===== config.mk =====
export PLATFORM = sky130hd
export DESIGN_NAME = math_pipelined_sequencer
export DESIGN_NICKNAME = d
export VERILOG_FILES = /design/src/rtl/math_pipelined_sequencer.sv
export SDC_FILE = /design/constraint.sdc
export NUM_CORES = 1
export LEC_CHECK = 0
export ABC_AREA = 1
export CORE_MARGIN = 2
export CORE_UTILIZATION = 39
export DETAILED_ROUTE_END_ITERATION = 10
export GPL_TIMING_DRIVEN = 1
export PLACE_DENSITY = 0.73
export SYNTH_ARGS = -nofsm -noshare
export SYNTH_HDL_FRONTEND = slang
export SYNTH_SLANG_ARGS = --single-unit
export TNS_END_PERCENT = 5

===== constraint.sdc =====
create_clock -name clk -period 1.2 [get_ports clk]
set_input_delay 0.24 -clock clk [delete_from_list [all_inputs] [get_ports clk]]
set_output_delay 0.24 -clock clk [all_outputs]
set_load 0.05 [all_outputs]

===== src/rtl/math_pipelined_sequencer.sv =====
// math_pipelined_sequencer
//   Issue/collect stage wrapped around an externally instantiated math_pipelined ALU.
//   An operand triplet is accepted over valid/ready and registered onto the ALU inputs.
//   The operands are then held for SETTLE cycles so every chunked carry chain and
//   reduction tree inside the ALU has settled. After that the ALU outputs and the
//   derived carry/overflow flags are captured into an output register that is
//   offered downstream over valid/ready.
//
// Handshake rule (both sides): a transfer happens on a rising clk edge where
//   valid && ready are both high. valid never depends combinationally on ready.
//   in_ready is high only in IDLE. out_valid is high only in OUT.
//
// Ports
//   clk, rst                  clock and synchronous active-high reset
//   in_valid/in_ready         operand handshake; in_I1, in_I2, in_I3 are the operands
//   alu_I1/alu_I2/alu_I3      registered operands driven to the ALU
//   alu_sum/alu_sub/alu_flags ALU results {cmp_neq,cmp_eq,gate_xor,gate_or,gate_and}
//   out_valid/out_ready       result handshake; out_sum, out_sub, out_flags
//                             out_flags = {sub_ovf,sub_borrow,add_ovf,add_carry,
//                                          cmp_neq,cmp_eq,xor,or,and}
//   busy                      high while an operation is in HOLD or OUT
module math_pipelined_sequencer #(
  parameter int WIDTH   = 4,
  parameter int LATENCY = 4,
  parameter int SETTLE  = LATENCY + 1
) (
  input  logic             clk,
  input  logic             rst,
  input  logic             in_valid,
  output logic             in_ready,
  input  logic [WIDTH-1:0] in_I1,
  input  logic [WIDTH-1:0] in_I2,
  input  logic [WIDTH-1:0] in_I3,
  output logic [WIDTH-1:0] alu_I1,
  output logic [WIDTH-1:0] alu_I2,
  output logic [WIDTH-1:0] alu_I3,
  input  logic [WIDTH-1:0] alu_sum,
  input  logic [WIDTH-1:0] alu_sub,
  input  logic [4:0]       alu_flags,
  output logic             out_valid,
  input  logic             out_ready,
  output logic [WIDTH-1:0] out_sum,
  output logic [WIDTH-1:0] out_sub,
  output logic [8:0]       out_flags,
  output logic             busy
);

  localparam logic [1:0] ST_IDLE = 2'd0;
  localparam logic [1:0] ST_HOLD = 2'd1;
  localparam logic [1:0] ST_OUT  = 2'd2;

  // Counter only needs to hold SETTLE-1; keep at least one bit for SETTLE==1.
  localparam int CW = (SETTLE > 1) ? $clog2(SETTLE) : 1;

  if (SETTLE < 1) begin : g_bad_settle
    $error("math_pipelined_sequencer: SETTLE must be >= 1");
  end
  if (LATENCY < 0) begin : g_bad_latency
    $error("math_pipelined_sequencer: LATENCY must be >= 0");
  end

  // Current FSM state; kept as a named signal so checkers can bind to it.
  logic [1:0]    state;
  logic [CW-1:0] cnt;

  logic add_carry;
  logic add_ovf;
  logic sub_borrow;
  logic sub_ovf;

  assign in_ready  = (state == ST_IDLE);
  assign out_valid = (state == ST_OUT);
  assign busy      = (state != ST_IDLE);

  // Derived flags use the held operands, which are still on alu_I* at capture.
  always_comb begin
    add_carry  = (alu_sum < alu_I1);
    add_ovf    = (alu_I1[WIDTH-1] == alu_I2[WIDTH-1]) && (alu_sum[WIDTH-1] != alu_I1[WIDTH-1]);
    sub_borrow = (alu_I1 < alu_I2);
    sub_ovf    = (alu_I1[WIDTH-1] != alu_I2[WIDTH-1]) && (alu_sub[WIDTH-1] != alu_I1[WIDTH-1]);
  end

  always_ff @(posedge clk) begin
    if (rst) begin
      state     <= ST_IDLE;
      cnt       <= '0;
      alu_I1    <= '0;
      alu_I2    <= '0;
      alu_I3    <= '0;
      out_sum   <= '0;
      out_sub   <= '0;
      out_flags <= '0;
    end else begin
      case (state)
        ST_IDLE: begin
          if (in_valid) begin
            alu_I1 <= in_I1;
            alu_I2 <= in_I2;
            alu_I3 <= in_I3;
            cnt    <= CW'(SETTLE - 1);
            state  <= ST_HOLD;
          end
        end
        ST_HOLD: begin
          // The edge that sees cnt==0 is accept edge + SETTLE.
          if (cnt != '0) begin
            cnt <= cnt - CW'(1);
          end else begin
            out_sum   <= alu_sum;
            out_sub   <= alu_sub;
            out_flags <= {sub_ovf, sub_borrow, add_ovf, add_carry, alu_flags};
            state     <= ST_OUT;
          end
        end
        ST_OUT: begin
          // Returning to IDLE first means no accept shares the output handshake edge.
          if (out_ready) begin
            state <= ST_IDLE;
          end
        end
        default: state <= ST_IDLE;
      endcase
    end
  end

  // Results stay put while stalled downstream.
  a_out_stable: assert property (@(posedge clk)
    (out_valid && !out_ready && !rst) |=> $stable({out_sum, out_sub, out_flags}));

  // Operands on the ALU never move while an operation is in flight.
  a_alu_stable: assert property (@(posedge clk)
    (busy && !rst) |=> $stable({alu_I1, alu_I2, alu_I3}));

endmodule


# Word level (Yosys, flattened, before mapping)
# Cells that the tools add are included.
[word_totals]
ram_bits = 0
latch_bits = 0
regBits = 34
output_inout_bits = 32
mem_bits_ro = 0
mem_count = 0
wordCells = 39
in_bits = 29
[op_classes]
multipliers = 0
n_addsub = 1
n_div = 0
n_reduce_logical = 10
n_eq_ne = 10
n_mux = 7
bitwise_logic = 1
shift = 0
n_lt_le_gt_ge = 2
[op_table]
columns = ["operator", "count"]
rows = [
  ["$lt 4x4->1", 2],
  ["$mux 2", 3],
  ["$mux 3", 2],
  ["$ne 2x2->1 const B", 3],
  ["$pmux 2 s3", 1],
  ["$pmux 3 s2", 1],
  ["$reduce_and 3->1", 2],
  ["$reduce_and 2->1", 2],
  ["$reduce_bool 2->1", 2],
  ["$ne 1x1->1", 3],
  ["$reduce_bool 3->1", 1],
  ["$sub 3x1->3 const B", 1],
  ["$eq 2x1->1 const B", 1],
  ["$eq 2x2->1 const B", 1],
  ["$logic_and 1x1->1", 2],
  ["$logic_not 2->1", 1],
  ["$ne 2x1->1 const B", 1],
  ["$eq 1x1->1", 1],
  ["$not 1->1", 1],
]

# Depth between registers and ports, before layout
[depth]
word_depth = 3
mapped_depth = 10
depth_no_buf = 9

# Worst setup path after synthesis
# Ideal clock, no wire load.
[synth_path]
path_type = "register -> register"
from = "reg alu_I1[3]"
to = "reg out_flags[5]"
arrival_time_ps = 1448
synth_period_minus_slack_ps = 1518
path_stages_with_launch = 8
setup_time_ps = 70
n_path_buf = 0
t_required_ps = 1130
setup_slack_ps = -318
path_cell_list = "dfxtp_1 -> inv_1 -> ha_1 -> nand2_1 -> nand2_1 -> nor2_1 -> nand2_1 -> a21oi_1"
[synth_via]
elab_chain_len = 1
[synth_lines]
columns = ["element", "line", "text"]
rows = [
  ["start, declared", "34", "output logic [WIDTH-1:0] alu_I1,"],
  ["start signal, assigned", "97", "alu_I1 <= in_I1;"],
  ["$lt 4x4->1", "77", "add_carry = (alu_sum < alu_I1);"],
  ["end signal, assigned", "111", "out_flags <= {sub_ovf, sub_borrow, add_ovf, add_carry, alu_flags};"],
  ["end, declared", "44", "output logic [8:0] out_flags,"],
]
# No other way between the ends.
# A chain may end at the register's enable or synchronous reset.

# Worst setup path after layout
[layout_path]
from = "reg cnt[0]"
to = "reg out_flags[7]"
[layout_via]
elab_chain_len = 3
[layout_lines]
columns = ["element", "line", "text"]
rows = [
  ["start, declared", "64", "logic [CW-1:0] cnt;"],
  ["start signal, assigned", "100", "cnt <= CW'(SETTLE - 1);"],
  ["start signal, assigned", "107", "cnt <= cnt - CW'(1);"],
  ["$reduce_bool 3->1", "106", "if (cnt != '0) begin"],
  ["$not 1->1 (no line)", "n/a", ""],
  ["$reduce_and 2->1 (no line)", "n/a", ""],
]
# No other way between the ends.

==> impl_metrics.py <==
metrics = {
    "placed_design": {
        "port_buffers": 60,
        "routabilityCongestion": 0.7469,
        "post-dp-hpwl_mm": 2.958,
        "placed_area_sq_um": 2651,
        "place_ws_ns": -0.2190,
    },
    "global_route": {
        "grt_pass1_wl_mm": 7.314,
        "grt_pass1_vias": 1668,
        "busiest_layer": "met2",
        "grtUsageMet3_pct": 7.432,
        "grt_max_degree": 21,
        "antenna_found_initial": 0,
        "grtUsageTotal_pct": 21.81,
        "met2_usage_pct": 39.25,
        "grt_use_met1_pct": 23.66,
        "overflow": 0,
    },
    "run_status": {
        "status": "finished, violations left",
        "violations": "negative setup slack",
    },
    "synth": {
        "syn_nets": 241,
        "ys_types": 23,
        "synth_edf_count": 0,
        "synth_seq_area_share_pct": 43.98,
        "synth_top_family_by_area": "simple AND/OR/NAND/NOR gates",
        "synth_seq_cells": 34,
        "synth_top_flop_cell": "dfxtp_1",
        "synth_area_sq_um": 1548,
        "avgSynthCellArea_sq_um": 7.587,
        "synth-compound-area-share_pct": 13.82,
        "muxShareOfSynthArea_pct": 0,
        "synth_xor_area_share_pct": 0.5659,
        "yosys.area_share.adder_pct": 6.467,
        "yosysWarnings": 0,
        "synth-simple-area-share_pct": 23.52,
        "syn-instance-count": 204,
        "synthArstFlopShare_pct": 0,
    },
    "setup_path": {
        "path_buf_inv": 4,
        "cpMaxStageDelayCell": "dfxtp_2",
        "cp-end-kind": "flop",
        "crit_type": "flop to flop",
        "cp-start-kind": "flop",
        "worstPathRequired_ns": 1.38,
        "cp_cell_sequence": "inv_2 -> ha_4 -> inv_4 -> nor2_4 -> nand2_8 -> buf_6 -> buf_6 -> nand2_2 -> a21oi_1",
        "cp_data_arrival_time_ns": 1.51,
        "max_stage_delay_ns": 0.33,
        "cp_max_fo": 6,
        "critPathTopFamily": "buffers and inverters",
        "critical_path.most_common_cell": "buf_6",
    },
    "route": {
        "wl_per_cell_microns": 12.97,
        "drt_iter0_markers": 29,
        "vias": 1604,
        "routed_via_density": 4.649,
        "first_pass_iters": 5,
        "ant_nets": 0,
        "drcViolationCount": 0,
        "totalWireLength_mm": 4.475,
    },
    "clocking": {
        "clk_pin_slew_ns": 0.06,
        "clock_latency_ns": 0.28,
        "clock_path_buffers": 2,
        "clock-root-buffer": "clkbuf_8",
        "cts_tree": "done",
        "clock-sinks": 34,
        "numCtsBuffers": 5,
        "hold_buffers": 0,
        "h-tree-depth": 2,
    },
    "power": {
        "power_density_nw_per_um2": 1484,
        "power_mw": 4.474,
        "ir_worst_vdd_uv": 1082,
        "clkPwrFrac_pct": 22.9,
        "p_comb_share_pct": 45.6,
        "p_leak_nw": 1.326,
        "power.internal_mw": 2.888,
        "seqPwrFrac_pct": 31.5,
        "switching_share_pct": 35.44,
        "power.switching_mw": 1.586,
    },
    "cells_and_area": {
        "final-seq-area_sq_um": 689.4,
        "final_common_cell": "nor2_1",
        "fillers": 226,
        "layout_common_cells": "35 x nor2_1, 33 x buf_12, 28 x clkdlybuf4s50_1",
        "multi_input_area_sq_um": 803.3,
        "final_util_pct": 80.51,
        "final_area_sq_um": 3014,
        "antenna_cells": 0,
        "syn_to_final_growth_pct": 94.75,
        "nets": 333,
        "layout-drive-gt1-share_pct": 41.08,
    },
    "die": {
        "core_sq_um": 3744,
        "die_w_microns": 67.00,
        "std_cell_rows": 22,
        "initial_core_util_pct": 41.34,
        "die_h_microns": 67.00,
        "pin_count": 61,
        "fp.dieArea_sq_um": 4488,
    },
    "run": {
        "drv_cap": 0,
    },
    "sta": {
        "drv_slew": 0,
        "whs_ns": 0.4807,
        "skew_ns": 0.002706,
        "period_needed_ns": 1.329,
        "post-route-period-util_pct": 110.8,
        "maxSlewHeadroom_pct": 83.27,
        "setup_viol": 23,
        "max_slew.worst_pin.slew_ns": 0.2492,
        "rsz0062_at_grt": "true",
        "finalWorstSetupSlack_ns": -0.1292,
        "max_freq_mhz": 752.3,
        "finalHoldViolations": 0,
    },
    "worst_hold_path": {
        "hp-class": "flop to flop",
    },
}
cell type report:
| type | count | area share, % |
|---|---|---|
| Clock buffer | 7 | 2.532 |
| Clock inverter | 1 | 0.9963 |
| Inverter | 28 | 4.068 |
| Multi-Input combinational cell | 134 | 26.65 |
| Sequential cell | 34 | 22.87 |
| Tap cell | 48 | 1.993 |
| Timing Repair Buffer | 92 | 40.35 |
| Timing Repair inverter | 1 | 0.5396 |
tightest hold or removal path: stages, from the launching register on:
cell     delay (ns)
dfxtp_1        0.31
inv_1          0.07
a21oi_1        0.06
logic make-up (layout without fill, tap and decap cells):
logic type      after synthesis  after routing
fa+ha+maj                     8              8
xor+xnor                      1              1
compound gates               42             42
simple gates                 83             83
flops                        34             34
buf+inv                      36            129
through the flow:
| step | std cells | TNS, ns |
|---|---|---|
| after floorplan | 204 | -3.356 |
| after global placement | 327 | -3.152 |
| after detailed placement | 327 | -4.434 |
| after CTS | 344 | -1.660 |
| after global routing | 345 | -3.455 |
| final | 345 | -1.976 |
path summary, 6_finish.rpt:
path	from	slack [ns]	to	cells after the start
worst max register to register	cnt[0]$_SDFFE_PP0P_	-0.13	out_flags[7]$_SDFFE_PP0P_	9
worst min register to register	alu_I2[1]$_SDFFE_PP0P_	0.48	alu_I2[1]$_SDFFE_PP0P_	2
worst min-delay path	alu_I2[1]$_SDFFE_PP0P_	0.48	alu_I2[1]$_SDFFE_PP0P_	2
worst max-delay path	cnt[0]$_SDFFE_PP0P_	-0.13	out_flags[7]$_SDFFE_PP0P_	9
layer usage:
| layer | wire (microns) | vias up | share of wire (%) |
|---|---|---|---|
| met1 | 1745 | 718 | 39 |
| met4 | 64 | 0 | 1.4 |
| li1 | - | 821 | - |
| met2 | 2330 | 56 | 52 |
| met3 | 335 | 9 | 7.5 |
| met5 | 0 | - | 0 |
repair_timing:
item,in CTS,in global routing
gates resized for setup,37,25
endpoints found under the setup margin,26,33
pin swaps,9,15
setup buffers,7,1
cloned,2,0
Yosys cell counts (2+ instances only):
library cell | count | area (sq um)
buf_6 | 2 | 22.52
a21oi_1 | 11 | 55.05
dfxtp_1 | 34 | 680.7
nor2_1 | 39 | 146.4
ha_1 | 8 | 100.1
inv_1 | 25 | 93.84
nand2_2 | 3 | 18.77
nor2_2 | 12 | 75.07
inv_2 | 2 | 7.510
buf_4 | 2 | 15.01
nand2_1 | 26 | 97.59
o21ai_0 | 29 | 145.1
sequential cells by signal (all words and copies together), names as in the netlist:
signal	cells
out_sum	4
alu_I2	4
state	2
alu_I3	4
cnt	3
out_sub	4
alu_I1	4
out_flags	9
power by group through the flow:
stage               clock (mW)  sequential, mW  combinational, mW
floorplan                    0            1.77              0.536
global placement             0            1.42               1.74
detailed placement           0            1.43               1.77
CTS                       1.04            1.41               1.97
global route              1.11            1.43               2.18
finish                    1.02            1.41               2.04
(Power assumes the default switching activity.)
==> edit 1 (same flow settings) <==
Register the output `out_flags` once more, cleared by the reset; this adds one clock of latency there. The other outputs are not delayed to match.
--- a/src/rtl/math_pipelined_sequencer.sv
+++ b/src/rtl/math_pipelined_sequencer.sv
@@ -52,6 +52,8 @@
   // Counter only needs to hold SETTLE-1; keep at least one bit for SETTLE==1.
   localparam int CW = (SETTLE > 1) ? $clog2(SETTLE) : 1;
 
+  logic [8:0] out_flags_s0;
+
   if (SETTLE < 1) begin : g_bad_settle
     $error("math_pipelined_sequencer: SETTLE must be >= 1");
   end
@@ -89,7 +91,7 @@
       alu_I3    <= '0;
       out_sum   <= '0;
       out_sub   <= '0;
-      out_flags <= '0;
+      out_flags_s0 <= '0;
     end else begin
       case (state)
         ST_IDLE: begin
@@ -108,7 +110,7 @@
           end else begin
             out_sum   <= alu_sum;
             out_sub   <= alu_sub;
-            out_flags <= {sub_ovf, sub_borrow, add_ovf, add_carry, alu_flags};
+            out_flags_s0 <= {sub_ovf, sub_borrow, add_ovf, add_carry, alu_flags};
             state     <= ST_OUT;
           end
         end
@@ -125,11 +127,19 @@
 
   // Results stay put while stalled downstream.
   a_out_stable: assert property (@(posedge clk)
-    (out_valid && !out_ready && !rst) |=> $stable({out_sum, out_sub, out_flags}));
+    (out_valid && !out_ready && !rst) |=> $stable({out_sum, out_sub, out_flags_s0}));
 
   // Operands on the ALU never move while an operation is in flight.
   a_alu_stable: assert property (@(posedge clk)
     (busy && !rst) |=> $stable({alu_I1, alu_I2, alu_I3}));
 
+  always_ff @(posedge clk) begin
+    if (rst) begin
+      out_flags <= '0;
+    end else begin
+      out_flags <= out_flags_s0;
+    end
+  end
+
 endmodule
 
Check against the original RTL: not equivalent (Yosys sat finds a counterexample within 10 cycles, from zero or initial values and one cycle with rst high).
==> edit 1 against the unedited design <==
  * The flow still finishes with violations (setup timing)
  * Routed wire length fell by 12%
  * Non-clock buffer count fell by 10
  * Largest power group is now sequential cells
  * Area after synthesis rose by 12%
  * Total power fell by 5.6%
  * Sequential share of layout area rose by 5.8 points
  * Sequential power rose by 18%
  * Largest cell class unchanged
  * Final area rose by 0.54%
  * Global-route usage fell by 4.7 points
  * Sequential cell count rose by 9
  * Worst setup slack improved by 0.023 ns
  * Die area rose by 11%
==> edit 1: results (changes against the unedited design) <==
failing checks -> setup timing
Non-clock buffers -> 82 (-11%)
met1 WL -> 1.63 mm (-6.7%)
headroom to the max-slew limit -> 84.4% (+1.1 points)
leakage -> 1.30 nW (-1.8%)
crit path DAT -> 1.07 ns (-0.44 ns)
first-pass GRT wire length -> 6.75 mm (-7.7%)
multi-input gates -> 132 (-1.5%)
Via density -> 4.64 (-0.24%)
clock skew -> 0.00617 ns (+0.00347 ns)
DRT iter0 DRCs -> 59 (+100%)
Layout fillers -> 340 (+50%)
clkbuf count -> 6 (-1)
R2R Path End -> cnt[1]
clk slew on worst S/H paths -> 0.08 ns (+0.02 ns)
Worst setup endpoint -> out_valid
grt met2 use -> 29.6% (-9.7 points)
slack of the critical path -> -0.106 ns (+0.0232 ns)
Non-clock buffering overhead -> 37.2% (-3.1 points)
Peak VDD IR -> 704 uV (-35%)
final std cells w/o fill -> 348 (+0.87%)
Logic inverters -> 32 (+10%)
syn nets -> 253 (+5.0%)
sequential share of cell area -> 28.7% (+5.8 points)
Synth Register Bits -> 43 (+26%)
Worst Setup SP -> state[1]
Critical R2R Launch -> cnt[1]
Worst R2R Setup Slack -> -0.05 ns (+0.08 ns)
routed wl met2 -> 1.97 mm (-16%)
R2R cell count -> 7 (-2)
ranking of synthesized cells by area -> dfxtp_1, nor2_1, inv_1
Cell variety after synth -> 24 (+4.3%)
GRT met3 Usage -> 6.70% (-0.74 points)
GR Util met1 -> 18.9% (-4.8 points)
WL/cell -> 11.3 um (-13%)
gr usage total -> 17.1% (-4.7 points)
status -> finished, violations left
Final Setup Violations -> 18 (-22%)
share of layout cells above drive strength 1 -> 31.1% (-10 points)
-- edit 1: stage by stage --
step | hold WS [ns] | cell area [um2] | TNS [ns] | setup slack, ns | power, W
final | 0.422 | 3030 | -0.651 | -0.106 | 0.00422
after CTS | 0.422 | 2980 | -0.704 | -0.119 | 0.00423
after global placement | 0.407 | 2830 | -2.44 | -0.136 | 0.00309
after global routing | 0.447 | 3030 | -2.39 | -0.159 | 0.00442
after floorplan | 0.322 | 1730 | -1.28 | -0.170 | 0.00240
after detailed placement | 0.411 | 2830 | -3.40 | -0.173 | 0.00312
-- edit 1: cells by family after synthesis --
| family | after synthesis | synth area share [%] |
|---|---|---|
| compound gates | 49 | 14.6 |
| flops | 43 | 49.8 |
| buf+inv | 41 | 10.6 |
| fa+ha+maj | 8 | 5.79 |
| simple gates | 75 | 19.3 |
-- edit 1: worst min path at each step --
| stage | start | end | cells after the start |
|---|---|---|---|
| 3_3_place_gp | out_flags_s0[7] | out_flags[7] | 2 |
| 3_5_place_dp | out_flags_s0[8] | out_flags[8] | 2 |
| 2_1_floorplan | rst | out_flags[5] | 1 |
| 6_report | out_flags_s0[8] | out_flags[8] | 2 |
| 5_1_grt | out_flags_s0[5] | out_flags[5] | 2 |
| 4_1_cts | out_flags_s0[8] | out_flags[8] | 2 |
-- edit 1: where the power goes --
group	internal, W	switching, W	total, W
clock network	0.000610	0.000463	0.00107
registers	0.00156	0.000108	0.00167
logic	0.000716	0.000762	0.00148
total	0.00289	0.00133	0.00422
-- edit 1: worst min-delay path: cells and delay by family (launching register included) --
| kind | cells | cell delay (ns) |
|---|---|---|
| buffers and inverters | 1 | 0.04 |
| and+or+nand+nor | 1 | 0.04 |
| DFF | 1 | 0.30 |
==> edit 2 (config.mk and constraints unchanged) <==
Made on the original files. The parameter `LATENCY` goes from 4 to 8.
--- a/src/rtl/math_pipelined_sequencer.sv
+++ b/src/rtl/math_pipelined_sequencer.sv
@@ -21,7 +21,7 @@
 //   busy                      high while an operation is in HOLD or OUT
 module math_pipelined_sequencer #(
   parameter int WIDTH   = 4,
-  parameter int LATENCY = 4,
+  parameter int LATENCY = 8,
   parameter int SETTLE  = LATENCY + 1
 ) (
   input  logic             clk,
Behaviour: not the same (a bounded check fails within 10 cycles, from zero or initial values and one cycle with rst high).
==> edit 2 against the unedited design <==
  * Routed wire length is 4.7% lower
  * Largest power group unchanged
  * The run still ends with setup timing left
  * Clock power decreased by 19%
  * Total power decreased by 12%
  * Non-clock buffer count fell by 8
  * Area after synthesis down 1.1%
  * Critical path type unchanged
  * Die area is 0.98% lower
  * Via count fell by 1.7%
  * Worst setup slack better by 0.023 ns
  * Sequential cell count grew 1
  * Final area fell by 5.4%
==> edit 2: results (changes against the unedited design) <==
status -> finished, violations left
failing checks -> setup timing
share of layout cells above drive strength 1 -> 37.5% (-3.6 points)
hold_sp -> alu_I2[3]
Peak VDD IR -> 1010 uV (-6.3%)
Post-synth top cells -> dfxtp_1, nor2_1, o21ai_0, inv_1, a21oi_1
Worst R2R Setup Slack -> -0.11 ns (+0.02 ns)
Clock power frac -> 20.9% (-2.0 points)
vias in the first global route -> 1593 (-4.5%)
xor and xnor area share after synthesis -> 0.572% (+0.0060 points)
Final Setup Violations -> 17 (-26%)
end of the worst hold path -> alu_I2[3]
GRT met3 Usage -> 6.93% (-0.51 points)
ranking of synthesized cells by area -> dfxtp_1, o21ai_0, nor2_1
R2R cell count -> 7 (-2)
switching power -> 0.00142 W (-10%)
Post-DP Area -> 2630 um2 (-0.90%)
combinational power -> 0.00170 W (-17%)
Cell variety after synth -> 21 (-8.7%)
CP top delay family -> simple AND/OR/NAND/NOR gates
Layout fillers -> 276 (+22%)
pin count of the biggest net entering global routing -> 30 (+43%)
final wirelength -> 4.27 mm (-4.7%)
leakage -> 1.23 nW (-7.0%)
routability cong. -> 0.714 (-4.4%)
slack of the critical path -> -0.106 ns (+0.0228 ns)
CP max FO -> 5 (-1)
Worst-Margin Slew -> 0.426 ns (+0.177 ns)
DR WL met3 -> 323 um (-3.6%)
## edit 2: cell count changes in the layout (fill, tap and decap cells not counted), sizes merged, moves of 4 or more
cell   before  now
inv        27   23
nor2       52   43
nand3       2    6
a21oi      12   20
buf        64   56
nand2      29   20
## edit 2: how the worst max path moves through the flow
stage | depth (start not counted) | slack, ns | startpoint | end
CTS | 7 | -0.08 | cnt[1] | out_flags[6]
detailed placement | 4 | -0.21 | alu_sum[3] | out_flags[6]
global placement | 4 | -0.18 | alu_sum[3] | out_flags[6]
finish | 7 | -0.11 | cnt[0] | out_flags[6]
floorplan | 5 | -0.25 | alu_I1[3] | out_flags[5]
global route | 7 | -0.16 | cnt[0] | out_flags[6]
## edit 2: cell type report
class                   count  area [um2]  area share (%)
clock buffers               7        76.3            2.68
inverters                  23         103            3.60
repair buffers             84        1140            40.0
flip-flops and latches     35         708            24.8
well taps                  48        60.1            2.11
multi-input cells         130         757            26.6
clock inverters             1        5.00           0.176
